<file path="src/rtl/player_iter_if.sv">
// player_iter_if: valid/ready bus for player_iter; master drives in_* and out_ready, slave drives in_ready/out_valid/out_data
interface player_iter_if #(
  parameter int WIDTH = 64,
  parameter int CNT_W = 4
);
  logic             in_valid;
  logic             in_ready;
  logic [WIDTH-1:0] in_data;
  logic             in_inv;
  logic [CNT_W-1:0] in_count;
  logic             out_valid;
  logic             out_ready;
  logic [WIDTH-1:0] out_data;
  modport master (
    output in_valid, in_data, in_inv, in_count, out_ready,
    input  in_ready, out_valid, out_data
  );
  modport slave (
    input  in_valid, in_data, in_inv, in_count, out_ready,
    output in_ready, out_valid, out_data
  );
endinterface

</file>
<file path="src/rtl/player_iter.sv">
// player_iter: iterated PRESENT pLayer (fwd/inv, in_count passes); ports clk, rst, bus (player_iter_if.slave), abort when PLAYER_ABORT_EN
module player_iter #(
  parameter int WIDTH = 64,
  parameter int CNT_W = 4
) (
  input  logic clk,
  input  logic rst,
  player_iter_if.slave bus
`ifdef PLAYER_ABORT_EN
  , input logic abort
`endif
);
  localparam int M = WIDTH - 1;
  typedef enum logic [1:0] {IDLE, RUN, DONE} state_t;
  state_t           state_q, state_d;
  logic [WIDTH-1:0] data_q, data_d, fwd, bwd;
  logic [CNT_W-1:0] rem_q, rem_d;
  logic             inv_q, inv_d;
  for (genvar i = 0; i < M; i++) begin : g_p
    assign fwd[(i * (WIDTH / 4)) % M] = data_q[i];
    assign bwd[(4 * i) % M]           = data_q[i];
  end
  assign fwd[M] = data_q[M];
  assign bwd[M] = data_q[M];
  always_comb begin
    state_d = state_q;
    data_d  = data_q;
    rem_d   = rem_q;
    inv_d   = inv_q;
    case (state_q)
      IDLE: if (bus.in_valid) begin
        data_d  = bus.in_data;
        inv_d   = bus.in_inv;
        rem_d   = bus.in_count;
        state_d = bus.in_count != '0 ? RUN : DONE;
      end
      RUN: begin
        data_d  = inv_q ? bwd : fwd;
        rem_d   = rem_q - 1'b1;
        state_d = rem_q == CNT_W'(1) ? DONE : RUN;
      end
      DONE:    state_d = bus.out_ready ? IDLE : DONE;
      default: state_d = IDLE;
    endcase
`ifdef PLAYER_ABORT_EN
    if (abort && state_q != IDLE) begin
      state_d = IDLE;
      data_d  = '0;
      rem_d   = '0;
    end
`endif
  end
  always_ff @(posedge clk) begin
    if (rst) begin
      state_q <= IDLE;
      data_q  <= '0;
      rem_q   <= '0;
      inv_q   <= 1'b0;
    end else begin
      state_q <= state_d;
      data_q  <= data_d;
      rem_q   <= rem_d;
      inv_q   <= inv_d;
    end
  end
  assign bus.in_ready  = state_q == IDLE;
  assign bus.out_valid = state_q == DONE;
  assign bus.out_data  = data_q;
endmodule

</file>
<file path="src/flat_wrapper.sv">
// flat-port wrapper written by rule: the top's interface ports become plain ports
module player_iter_flat 
#(
  parameter int WIDTH = 64,
  parameter int CNT_W = 4
)
  (clk, rst, bus_in_valid, bus_in_data, bus_in_inv, bus_in_count, bus_out_ready, bus_in_ready, bus_out_valid, bus_out_data);
  player_iter_if #(.WIDTH(WIDTH), .CNT_W(CNT_W)) bus_i ();
  input  logic clk;
  input  logic rst;
  input wire logic [$bits(bus_i.in_valid)-1:0] bus_in_valid;
  input wire logic [$bits(bus_i.in_data)-1:0] bus_in_data;
  input wire logic [$bits(bus_i.in_inv)-1:0] bus_in_inv;
  input wire logic [$bits(bus_i.in_count)-1:0] bus_in_count;
  input wire logic [$bits(bus_i.out_ready)-1:0] bus_out_ready;
  output wire logic [$bits(bus_i.in_ready)-1:0] bus_in_ready;
  output wire logic [$bits(bus_i.out_valid)-1:0] bus_out_valid;
  output wire logic [$bits(bus_i.out_data)-1:0] bus_out_data;
  assign bus_i.in_valid = bus_in_valid;
  assign bus_i.in_data = bus_in_data;
  assign bus_i.in_inv = bus_in_inv;
  assign bus_i.in_count = bus_in_count;
  assign bus_i.out_ready = bus_out_ready;
  assign bus_in_ready = bus_i.in_ready;
  assign bus_out_valid = bus_i.out_valid;
  assign bus_out_data = bus_i.out_data;
  player_iter #(.WIDTH(WIDTH), .CNT_W(CNT_W)) u_core (.clk(clk), .rst(rst), .bus(bus_i));
endmodule
</file>
<file path="config.mk">
export PLATFORM = sky130hd
export DESIGN_NAME = player_iter_flat
export DESIGN_NICKNAME = d
export VERILOG_FILES = /design/src/rtl/player_iter_if.sv /design/src/rtl/player_iter.sv /design/src/flat_wrapper.sv
export SDC_FILE = /design/constraint.sdc
export NUM_CORES = 1
export LEC_CHECK = 0
export ABC_AREA = 1
export CAP_MARGIN = 30
export CORE_MARGIN = 2
export CORE_UTILIZATION = 40
export CTS_CLUSTER_DIAMETER = 150
export DETAILED_ROUTE_END_ITERATION = 10
export PLACE_DENSITY_LB_ADDON = 0.1
export SLEW_MARGIN = 20
export SYNTH_ARGS = -nofsm -noshare
export SYNTH_HDL_FRONTEND = slang
export SYNTH_SLANG_ARGS = --single-unit
</file>
<file path="constraint.sdc">
create_clock -name clk -period 1.07 [get_ports clk]
set_input_delay 0.2675 -clock clk [delete_from_list [all_inputs] [get_ports clk]]
set_output_delay 0.2675 -clock clk [all_outputs]
set_load 0.05 [all_outputs]
</file>
# Word-level counts from Yosys, hierarchy flattened
# Cells that the tools add are included.
# word_totals
mem_bits_rw	0
mem_count	0
latchBits	0
out_inout_bits	66
in_bits	73
ff_bits	71
rom_bits	0
# op_classes
n_eq_ne	4
muxes	10
reduce_logical	6
n_mul	0
n_div	0
bitwise	1
order_cmp	0
add_sub_neg	1
shift	0
# op_table
operator	n
$pmux 64 s2	1
$mux 64	1
$mux 63	1
$mux 2	4
$pmux 4 s2	1
$pmux 2 s3	1
$eq 4x1->1 const B	1
$mux 4	1
$reduce_and 2->1	2
$reduce_bool 4->1	1
$sub 4x1->4 const B	1
$reduce_and 3->1	1
$eq 2x1->1 const B	1
$eq 2x2->1 const B	1
$logic_not 2->1	1
$ne 2x2->1 const B	1
$reduce_bool 2->1	1
$not 1->1	1

# Depth between registers and ports, before layout
# Gate-level depths: netlist of the first run.
# logic_depth
ltp_word	4
depth_mapped	7

# Least setup slack after synthesis of the first run
# No wires, ideal clock.
# synth_timing
path_type	reg2reg
startpoint	reg u_core.state_q[0]
endpoint	reg u_core.rem_q[2]
setup_ps	56
period_less_slack_ps	1588
required_time_ps	1014
path_stages_with_launch	8
arrival_ps	1532
path_slack_ps	-518
path_cell_list	dfxtp_1 > nor2_2 > nand2_1 > inv_1 > nand2_1 > nand3_1 > nand2_1 > inv_1
# synth_between
elab_chain_cells	3
word_cells_on_any_way	6
classes_between	eq/ne: 2; mux: 1; reduce/logical: 3
# synth_lines
element	line_no	rtl
from (decl)	player_iter.sv:15	state_t state_q, state_d;
from (signal assigned)	player_iter.sv:60	state_q <= state_d;
$logic_not 2->1 (*)	--	
named net bus_in_ready	flat_wrapper.sv:16	output wire logic [$bits(bus_i.in_ready)-1:0] bus_in_ready;
$ne 2x2->1 (no source line) / $reduce_bool 2->1 (equally long branches)	--	
$reduce_and 2->1 (no source line)	--	
to (signal assigned)	player_iter.sv:62	rem_q <= rem_d;
to (decl)	player_iter.sv:17	logic [CNT_W-1:0] rem_q, rem_d;
# Mark *: on every way through the listed nets, which the timed path passes. The rest lies on a longest branch.
# A chain may end at the register's enable or synchronous reset.

# Worst setup path after layout of the first run
# layout_timing
startpoint	reg u_core.state_q[0]
endpoint	reg u_core.data_q[31], in the netlist u_core.bus.out_data[31]
# layout_between
elab_chain_cells	3
word_cells_on_any_way	6
classes_between	eq/ne: 2; mux: 1; reduce/logical: 3
# layout_lines
element	line_no	rtl
$eq 2x1->1 / $logic_not 2->1 (equally long branches)	player_iter.sv:30	case (state_q)
$reduce_bool 2->1 (no source line) / $ne 2x2->1 (equally long branches)	--	
$reduce_and 2->1 (no source line)	--	
to (signal assigned)	player_iter.sv:61	data_q <= data_d;
to (decl)	player_iter.sv:16	logic [WIDTH-1:0] data_q, data_d, fwd, bwd;
# Parallel ways exist; a longest one is shown, timed or not. The select of a mux whose other input is x is not followed.

==> run metrics, run 1 <==
post-route ant nets 0; CTS Buf Count 9; cells after synthesis approximately 530; Final GP Congestion 0.8588; Die Y 99.72 um; P&R area growth vs syn 125.0%; Critical Path RT between 1000 and 1500 ps; post-synth top area share 38.78%; Critical Path Start Type flip-flop; clock tree buffer depth 2; Post-Syn Area per Cell 6.902 um^2; antenna violations before repair 0; Yosys warnings 0; die area slightly below 10000 um^2; TNS Setup -28900 ps; Slew HR between 70% and 80%; global-route wire length before repair around 24 mm; Critical Path Sink u_core.bus.out_data[31]$_SDFFE_PP0P_; num rows 34; most frequent cells in the layout a21oi_1, buf_12, buf_4; Hold Buf Count CTS 0; top cell type by total area after synthesis dfxtp_1; largest net degree at the start of global routing 47; Synth cell types 21; DPL Wire Length 8.094 mm; Ant. Diodes 0; Final Critical Period roughly 1500 ps; io pins between 100 and 150; #FFs+latches synth 71; Worst R2R Setup Slack -470 ps; Final Util around 94%; Pre-antenna DRT Iters 8; worst reg2reg path depth 7; Via-to-Cell Ratio 6.460; CP startpoint u_core.state_q[0]$_SDFFE_PP0P_; Min-Delay Path Class in -> reg; Vias roughly 5600; Congestion Overflow GR 0; initial drt markers 612; sequential area share after synthesis 38.78%; Final Hold Viols 0; worst skew pair latency 380 ps; drt wl/cell between 20 and 30 um; IO Port Bufs 138; Initial Util 41.62%; reg2reg end u_core.bus.out_data[31]$_SDFFE_PP0P_; status finished with violations; Residual DRC 2; P_leak 3.222 nW; setup ws final -470.8 ps; synth top area cells dfxtp_1, a21oi_1, o21ai_0; GRT Total Usage 29.99%; RSZ-0062 raised after global routing yes; Final setup viols ~140; PD cells 1506 nW/um^2; commonest non-fill, non-tap cell in the layout a21oi_1; critical path type reg -> reg; period utilization 144.0%; Die W roughly 100 um; vias in the first global route between 4000 and 5000; CP Capture Type flip-flop; Post-Syn Area 3665 um^2; CP max FO 7; total nets after synthesis 606; clk_skew 12.40 ps; maxcap violations 0; Worst Path Arrival 1800 ps; H-tree levels 3; drt total wl about 22 mm; clock root buffer master clkbuf_8; Floorplan Core Area 8806 um^2; Clock Sink Count ~70; Clock transition at path regs 100 ps; measured slew at the worst slew-check pin 393.2 ps; Max VDD drop between 1 and 1.5 mV; share of layout cells above drive strength 1 53.01%; dpl ws -535.8 ps; worst r2r src u_core.state_q[0]$_SDFFE_PP0P_; FMAX between 600 and 700 MHz; Max Slew Vio Count 0; failing checks design-rule violations, negative setup slack; final net count 834; CTS tree done
-- cells in the mapped netlist --
master    count
nand4_1       2
a21oi_1     164
nor2_1       54
o21ai_4       1
inv_2         2
nand2_1      16
clkbuf_1     17
buf_6         5
nand3_1       9
o21ai_0      69
nand2_2       1
nor2_2        1
dfxtp_1      71
o21ai_1      59
ha_1          2
clkbuf_8      1
o211ai_2      1
buf_4         7
inv_1        34
buf_1         1
buf_2        14
-- how the worst min path moves through the flow --
stage | startpoint | end | slack (ps) | cells after the start
after detailed placement | u_core.rem_q[3]$_SDFFE_PP0P_ | u_core.rem_q[3]$_SDFFE_PP0P_ | 490 | 2
after global routing | bus_in_data[33] | u_core.bus.out_data[33]$_SDFFE_PP0P_ | 510 | 3
after global placement | u_core.rem_q[3]$_SDFFE_PP0P_ | u_core.rem_q[3]$_SDFFE_PP0P_ | 470 | 2
after floorplan | rst | u_core.rem_q[0]$_SDFFE_PP0P_ | 340 | 1
after CTS | u_core.rem_q[3]$_SDFFE_PP0P_ | u_core.rem_q[3]$_SDFFE_PP0P_ | 510 | 2
final | bus_in_data[25] | u_core.bus.out_data[25]$_SDFFE_PP0P_ | 510 | 3
-- per-layer routing --
layer / GRT usage (%) / vias up / wire length (um)
met5: 0 / - / 0
met4: 10.64 / 0 / 1692
met3: 6.465 / 175 / 2224
met2: 52.13 / 516 / 10510
met1: 36.52 / 2628 / 7649
li1: - / 2314 / -
-- registers in the layout (all words and copies together) (netlist names) --
register             cells
u_core.inv_q             1
u_core.rem_q             4
u_core.bus.out_data     64
u_core.state_q           2
-- cells by family after synthesis --
logic type	Yosys count	synth area share [%]
AOI/OAI and AO/OA	294	40.66
buffers and inverters	81	10.79
adders and majority gates	2	0.6827
DFF	71	38.78
and+or+nand+nor	83	9.082
-- worst max-delay path, stage by stage, from the launching register on --
cell and delay, ps:
dfxtp_4 370, buf_6 120, o21ai_4 140, buf_12 200
clkinv_16 100, buf_6 140, o21ai_1 250, a21oi_1 90
-- stage by stage --
step	area [um^2]	hold slack [ps]	total power [mW]	cells
2_1_floorplan	3712	336.6	5.507	531
3_3_place_gp	6030	466.7	7.534	766
3_5_place_dp	6030	492.4	7.600	766
4_1_cts	7244	508.2	10.87	850
5_1_grt	8244	512.7	12.65	872
6_report	8244	508.8	12.41	872
-- cell type report --
cell class	instances	area, um^2
Timing Repair Buffer	259	3505
Multi-Input combinational cell	381	2554
Sequential cell	71	1635
Fill cell	273	561.8
Inverter	36	168.9
Clock buffer	10	137.6
Tap cell	108	135.1
Clock inverter	6	92.59
Timing Repair inverter	1	16.27
-- where the power goes --
group	total, mW	switching (mW)	internal [mW]	leakage (nW)
clock	2.70	1.31	1.39	0.109
sequential	3.43	0.414	3.02	0.626
combinational	6.28	3.35	2.93	2.49
total	12.4	5.07	7.34	3.22
-- timing repair --
action,in CTS,in global routing
setup endpoints to repair,136,137
pin swaps,4,41
gates resized for setup,135,185
gates cloned,8,10
setup buffers,61,13
No activity file was read; power rests on OpenSTA's default activity.
==> run 2, diff against run 1 <==
--- a/config.mk
+++ b/config.mk
@@ -7,8 +7,10 @@
 export LEC_CHECK = 0
 export ABC_AREA = 1
 export CAP_MARGIN = 30
+export CELL_PAD_IN_SITES_DETAIL_PLACEMENT = 1
+export CELL_PAD_IN_SITES_GLOBAL_PLACEMENT = 1
 export CORE_MARGIN = 2
-export CORE_UTILIZATION = 40
+export CORE_UTILIZATION = 27
 export CTS_CLUSTER_DIAMETER = 150
 export DETAILED_ROUTE_END_ITERATION = 10
 export PLACE_DENSITY_LB_ADDON = 0.1
==> run 2 against run 1 <==
  * The run ends with negative setup slack left
  * Worst hold slack worse by 15 ps
  * Final cell count up 7.3%
  * Fmax up 10%
==> run metrics, run 2 (same netlist as run 1, synthesis figures left out) <==
status finished with violations; failing checks negative setup slack; Non-Filler Instances 936; P&R area growth vs syn 129.0%; Critical Path RT between 1000 and 1500 ps; Die Y 120.5 um; crit-path cells buf_8 > nand2_8 > buf_12 > a21oi_1 > o21ai_1 > a21oi_2; Worst R2R Setup Slack -330 ps; CP max-delay cell dfxtp_4; Clock Sink Count 71; Worst path depth 6; Pre-antenna DRT Iters 4; worst r2r src u_core.state_q[0]$_SDFFE_PP0P_; die area 14520 um^2; antenna violations before repair 0; Residual DRC 0; Die W ~120 um; Congestion Overflow GR 0; GRT Total Usage 26.08%; fin area around 8400 um^2; period utilization 130.8%; drt total wl around 22 mm; Initial Util 27.67%; Final Critical Period 1400 ps; H-tree levels 3; Min-Delay Path Class reg -> reg; drt wl/cell 23.16 um; CP max FO 8; max reg flops 64; Crit path max-delay family compound AO/OA/AOI/OAI gates; Max Slew Vio Count 0; global-route wire length before repair roughly 29 mm; final net count 831; Final setup viols approximately 140; FMAX 714.3 MHz; max incr delay on CP 390 ps; CTS Buf Count 9; fill count 1469; CP Capture Type flip-flop; reg2reg end u_core.bus.out_data[51]$_SDFFE_PP0P_; Vias 5089; most frequent cells in the layout o21ai_1, buf_12, a21oi_1; Final GP Congestion roughly 0.75; setup ws final -330.1 ps; CTS tree done; TNS Setup -20230 ps; sequential cell area 1638 um^2; Hold Buf Count CTS 0; vias in the first global route between 5000 and 6000; Critical Path Start Type flip-flop; RSZ-0062 raised after global routing yes; share of layout cells above drive strength 1 52.76%; multi-input logic area 2547 um^2; Slew HR 79.49%; initial drt markers 303; Floorplan Core Area roughly 13000 um^2; P_leak 3.228 nW; Ant. Diodes 0; critical path type reg -> reg; PD cells 1494 nW/um^2; Clock transition at path regs 60 ps; placed cell count 828; largest net degree at the start of global routing 34; io pins 139; CP startpoint u_core.state_q[0]$_SDFFE_PP0P_; clk_skew 5.219 ps; measured slew at the worst slew-check pin roughly 300 ps; clock root buffer master clkbuf_16; worst skew pair latency 350 ps; Via-to-Cell Ratio 5.437; maxcap violations 0; worst reg2reg path depth 6; placed cell area 6057 um^2; Buf/Inv on CP 2; Min Hold Slack 493.8 ps; Pwr Total ~13 mW; DPL Wire Length about 9.6 mm; Final Hold Viols 0; IO Port Bufs 138; Critical Path Sink u_core.bus.out_data[51]$_SDFFE_PP0P_; Worst Path Arrival 1670 ps; Max VDD drop approximately 0.8 mV; num rows between 40 and 50; clock tree buffer depth 2; post-route ant nets 0
-- run 2: stage by stage --
step,setup slack (ps),utilization (%)
final,-330.1,63.36
after global routing,-380.7,63.36
after CTS,-328.4,57.38
after detailed placement,-549.2,45.74
after global placement,-489.8,45.74
after floorplan,-120.1,-
-- run 2: worst reg2reg max path, cell delays in order, from the launching register on --
cell and delay (ps):
dfxtp_4 390, buf_8 130, nand2_8 120, buf_12 190
a21oi_1 180, o21ai_1 130, a21oi_2 170
-- run 2: layer usage --
metal | share of wire (%) | vias up | GRT usage, %
li1 | - | 2331 | -
met4 | 3.7 | 0 | 10.54
met3 | 5.8 | 56 | 5.425
met2 | 50 | 200 | 44.70
met5 | 0 | - | 0
met1 | 40 | 2502 | 31.76
-- run 2: cell type report --
| class | count | share of cell area [%] |
|---|---|---|
| Timing Repair Buffer | 256 | 42.59 |
| Clock inverter | 1 | 0.05965 |
| Clock buffer | 14 | 3.027 |
| Multi-Input combinational cell | 382 | 30.36 |
| Inverter | 36 | 1.819 |
| Sequential cell | 71 | 19.52 |
| Tap cell | 176 | 2.625 |
-- run 2: power by group --
group	switching, mW	internal, mW	total (mW)
clock network	1.22	1.62	2.84
logic	3.29	2.99	6.28
registers	0.392	3.03	3.42
total	4.90	7.64	12.5
-- run 2: worst min path at each step --
stage / startpoint / to / cells past startpoint
6_report: u_core.rem_q[3]$_SDFFE_PP0P_ / u_core.rem_q[3]$_SDFFE_PP0P_ / 2
5_1_grt: u_core.rem_q[3]$_SDFFE_PP0P_ / u_core.rem_q[3]$_SDFFE_PP0P_ / 2
4_1_cts: u_core.rem_q[3]$_SDFFE_PP0P_ / u_core.rem_q[3]$_SDFFE_PP0P_ / 2
3_5_place_dp: u_core.rem_q[3]$_SDFFE_PP0P_ / u_core.rem_q[3]$_SDFFE_PP0P_ / 2
3_3_place_gp: u_core.rem_q[3]$_SDFFE_PP0P_ / u_core.rem_q[3]$_SDFFE_PP0P_ / 2
2_1_floorplan: rst / u_core.rem_q[0]$_SDFFE_PP0P_ / 1
-- run 2: what timing repair did --
action / 4_1_cts / 5_1_grt
pin swaps: 17 / 58
setup buffers: 64 / 7
resized for setup: 172 / 183
setup endpoints to repair: 137 / 137
gates cloned: 16 / 9
==> run 3, diff against run 2 <==
--- a/config.mk
+++ b/config.mk
@@ -10,10 +10,11 @@
 export CELL_PAD_IN_SITES_DETAIL_PLACEMENT = 1
 export CELL_PAD_IN_SITES_GLOBAL_PLACEMENT = 1
 export CORE_MARGIN = 2
-export CORE_UTILIZATION = 27
+export CORE_UTILIZATION = 33
 export CTS_CLUSTER_DIAMETER = 150
 export DETAILED_ROUTE_END_ITERATION = 10
 export PLACE_DENSITY_LB_ADDON = 0.1
+export REMOVE_ABC_BUFFERS = 1
 export SLEW_MARGIN = 20
 export SYNTH_ARGS = -nofsm -noshare
 export SYNTH_HDL_FRONTEND = slang
==> constraint.sdc (replaced) <==
create_clock -name clk -period 1.65 [get_ports clk]
set_input_delay 0.4125 -clock clk [delete_from_list [all_inputs] [get_ports clk]]
set_output_delay 0.4125 -clock clk [all_outputs]
set_load 0.05 [all_outputs]
==> run 3 against run 2 <==
  * The run now ends clean
  * Count of clock-buffer cells in the layout decreased by 1
  * Global-route usage decreased by 3.2 points
  * Non-clock buffer count decreased by 102
  * Clock skew about the same
  * Core utilization decreased by 8.2 points
  * Wire length decreased by 39%
  * Critical path depth decreased by 4
  * Sequential power decreased by 35%
  * Sequential share of layout area increased by 4.3 points
  * Register-to-register slack improved by 500 ps
  * Highest routed layer unchanged
==> run metrics, run 3 (same netlist as run 1, synthesis figures left out) <==
status complete, no violations; Final GP Congestion 0.7602; fin area 5977 um^2; worst r2r src u_core.state_q[0]$_SDFFE_PP0P_; Final Critical Period roughly 1600 ps; P_leak 2.320 nW; CP Capture Type output pin; vias in the first global route 4414; clock root buffer master clkbuf_8; Final Util 55.14%; antenna violations before repair 0; Max VDD drop 0.5438 mV; Clock transition at path regs 70 ps; IO Port Bufs 138; Worst R2R Setup Slack 170 ps; Initial Util between 30% and 40%; Hold Buf Count CTS 0; Clock Sink Count 71; Die W about 110 um; DPL Wire Length 9.250 mm; Ant. Diodes 0; Max Slew Vio Count 0; PD cells 1016 nW/um^2; Buf/Inv on CP 1; most frequent cells in the layout a21oi_1, clkdlybuf4s50_1, buf_12; H-tree levels 3; num rows 38; CTS resizes 1; Crit path max-delay family flip-flops; Non-Filler Instances 794; Critical Path Start Type flip-flop; measured slew at the worst slew-check pin 335.7 ps; Residual DRC 0; Worst Path Arrival 1220 ps; die area 11960 um^2; io pins about 140; global-route wire length before repair 21.61 mm; GRT Total Usage 22.84%; max incr delay on CP 410 ps; DR WL met3 777 um; critical path type reg -> out; Pre-antenna DRT Iters 4; Min Hold Slack 495.3 ps; initial drt markers 150; post-CTS setup buffers 0; setup ws final between 10 and 15 ps; WHS Endpoint u_core.rem_q[0]$_SDFFE_PP0P_; placed cell area 5811 um^2; final net count between 700 and 800; maxcap violations 0; max layer used met4; Die Y about 110 um; drt wl/cell 16.60 um; share of layout cells above drive strength 1 15.75%; hold depth 2; commonest non-fill, non-tap cell in the layout a21oi_1; clock tree buffer depth 2; placed cell count roughly 800; fill count 1327; CTS tree done; worst reg2reg path depth 7; routed metal-1 wire length 5.668 mm; RSZ-0062 raised after global routing yes; CP max FO 5; largest net degree at the start of global routing between 40 and 50; CTS Buf Count 9; met2 wire length 6.488 mm; Final setup viols 0; FMAX 610.9 MHz; crit-path cells nor2_2 > buf_12; Vias 4168; Via-to-Cell Ratio roughly 5.2; worst skew pair latency 360 ps; drt total wl 13.18 mm; period utilization 99.21%; P&R area growth vs syn 63.09%; Final Hold Viols 0; Slew HR 77.59%; reg2reg end u_core.rem_q[2]$_SDFFE_PP0P_; CP max-delay cell dfxtp_1; dpl ws -107.1 ps; Floorplan Core Area between 10000 and 15000 um^2; Hold Startpoint u_core.rem_q[0]$_SDFFE_PP0P_; max reg flops 64; Critical Path RT about 1200 ps; Min-Delay Path Class reg -> reg; Congestion Overflow GR 0; clk_skew 5.233 ps; post-route ant nets 0
==> run 3: cell types whose count changed in the layout (fill, tap and decap cells not counted), sizes merged <==
cell           before  now
buf               176   82
clkbuf             22   13
nand2              20   17
clkdlybuf4s50      71   72
dlygate4sd2         1    0
==> run 3: tightest hold or removal path, delay by kind of cell, from the launching register on <==
kind,cells,cell delay [ps]
AND/OR/NAND/NOR,1,70
AO/OA/AOI/OAI,1,60
flip-flops,1,330
==> run 3: per-layer routing <==
metal	GRT usage (%)	up-vias
met5	0	-
met4	9.132	0
met3	5.750	19
met2	38.80	98
met1	27.53	1974
li1	-	2077
==> run 3: power breakdown <==
part           internal, mW  total [mW]  switching, mW  leakage [nW]
clock                 0.611        1.26          0.653        0.0854
sequential             1.92        2.21          0.289         0.590
combinational          1.17        2.60           1.43          1.64
total                  3.70        6.07           2.37          2.32
==> run 3: metrics by stage <==
step	power, mW	TNS [ps]
3_3_place_gp	4.788	-2679
5_1_grt	6.411	-75.11
2_1_floorplan	3.449	-50100
4_1_cts	6.133	0
6_report	6.070	0
3_5_place_dp	4.854	-4036
==> run 3: final cells by class <==
class | instances | area (um^2) | area share [%]
Clock inverter | 1 | 5.005 | 0.08373
Sequential cell | 71 | 1423 | 23.80
Clock buffer | 13 | 158.9 | 2.659
Inverter | 36 | 135.1 | 2.261
Multi-Input combinational cell | 379 | 1856 | 31.04
Timing Repair Buffer | 154 | 2225 | 37.22
Tap cell | 140 | 175.2 | 2.931
==> run 3: worst max path at each step <==
stage	cells past startpoint	endpoint	from
after global routing	2	bus_in_ready	u_core.state_q[0]$_SDFFE_PP0P_
final	2	bus_in_ready	u_core.state_q[0]$_SDFFE_PP0P_
after CTS	2	bus_in_ready	u_core.state_q[0]$_SDFFE_PP0P_
after detailed placement	6	u_core.bus.out_data[2]$_SDFFE_PP0P_	bus_in_valid
after floorplan	4	u_core.bus.out_data[23]$_SDFFE_PP0P_	u_core.inv_q$_SDFFE_PP0P_
after global placement	6	u_core.bus.out_data[38]$_SDFFE_PP0P_	bus_in_valid
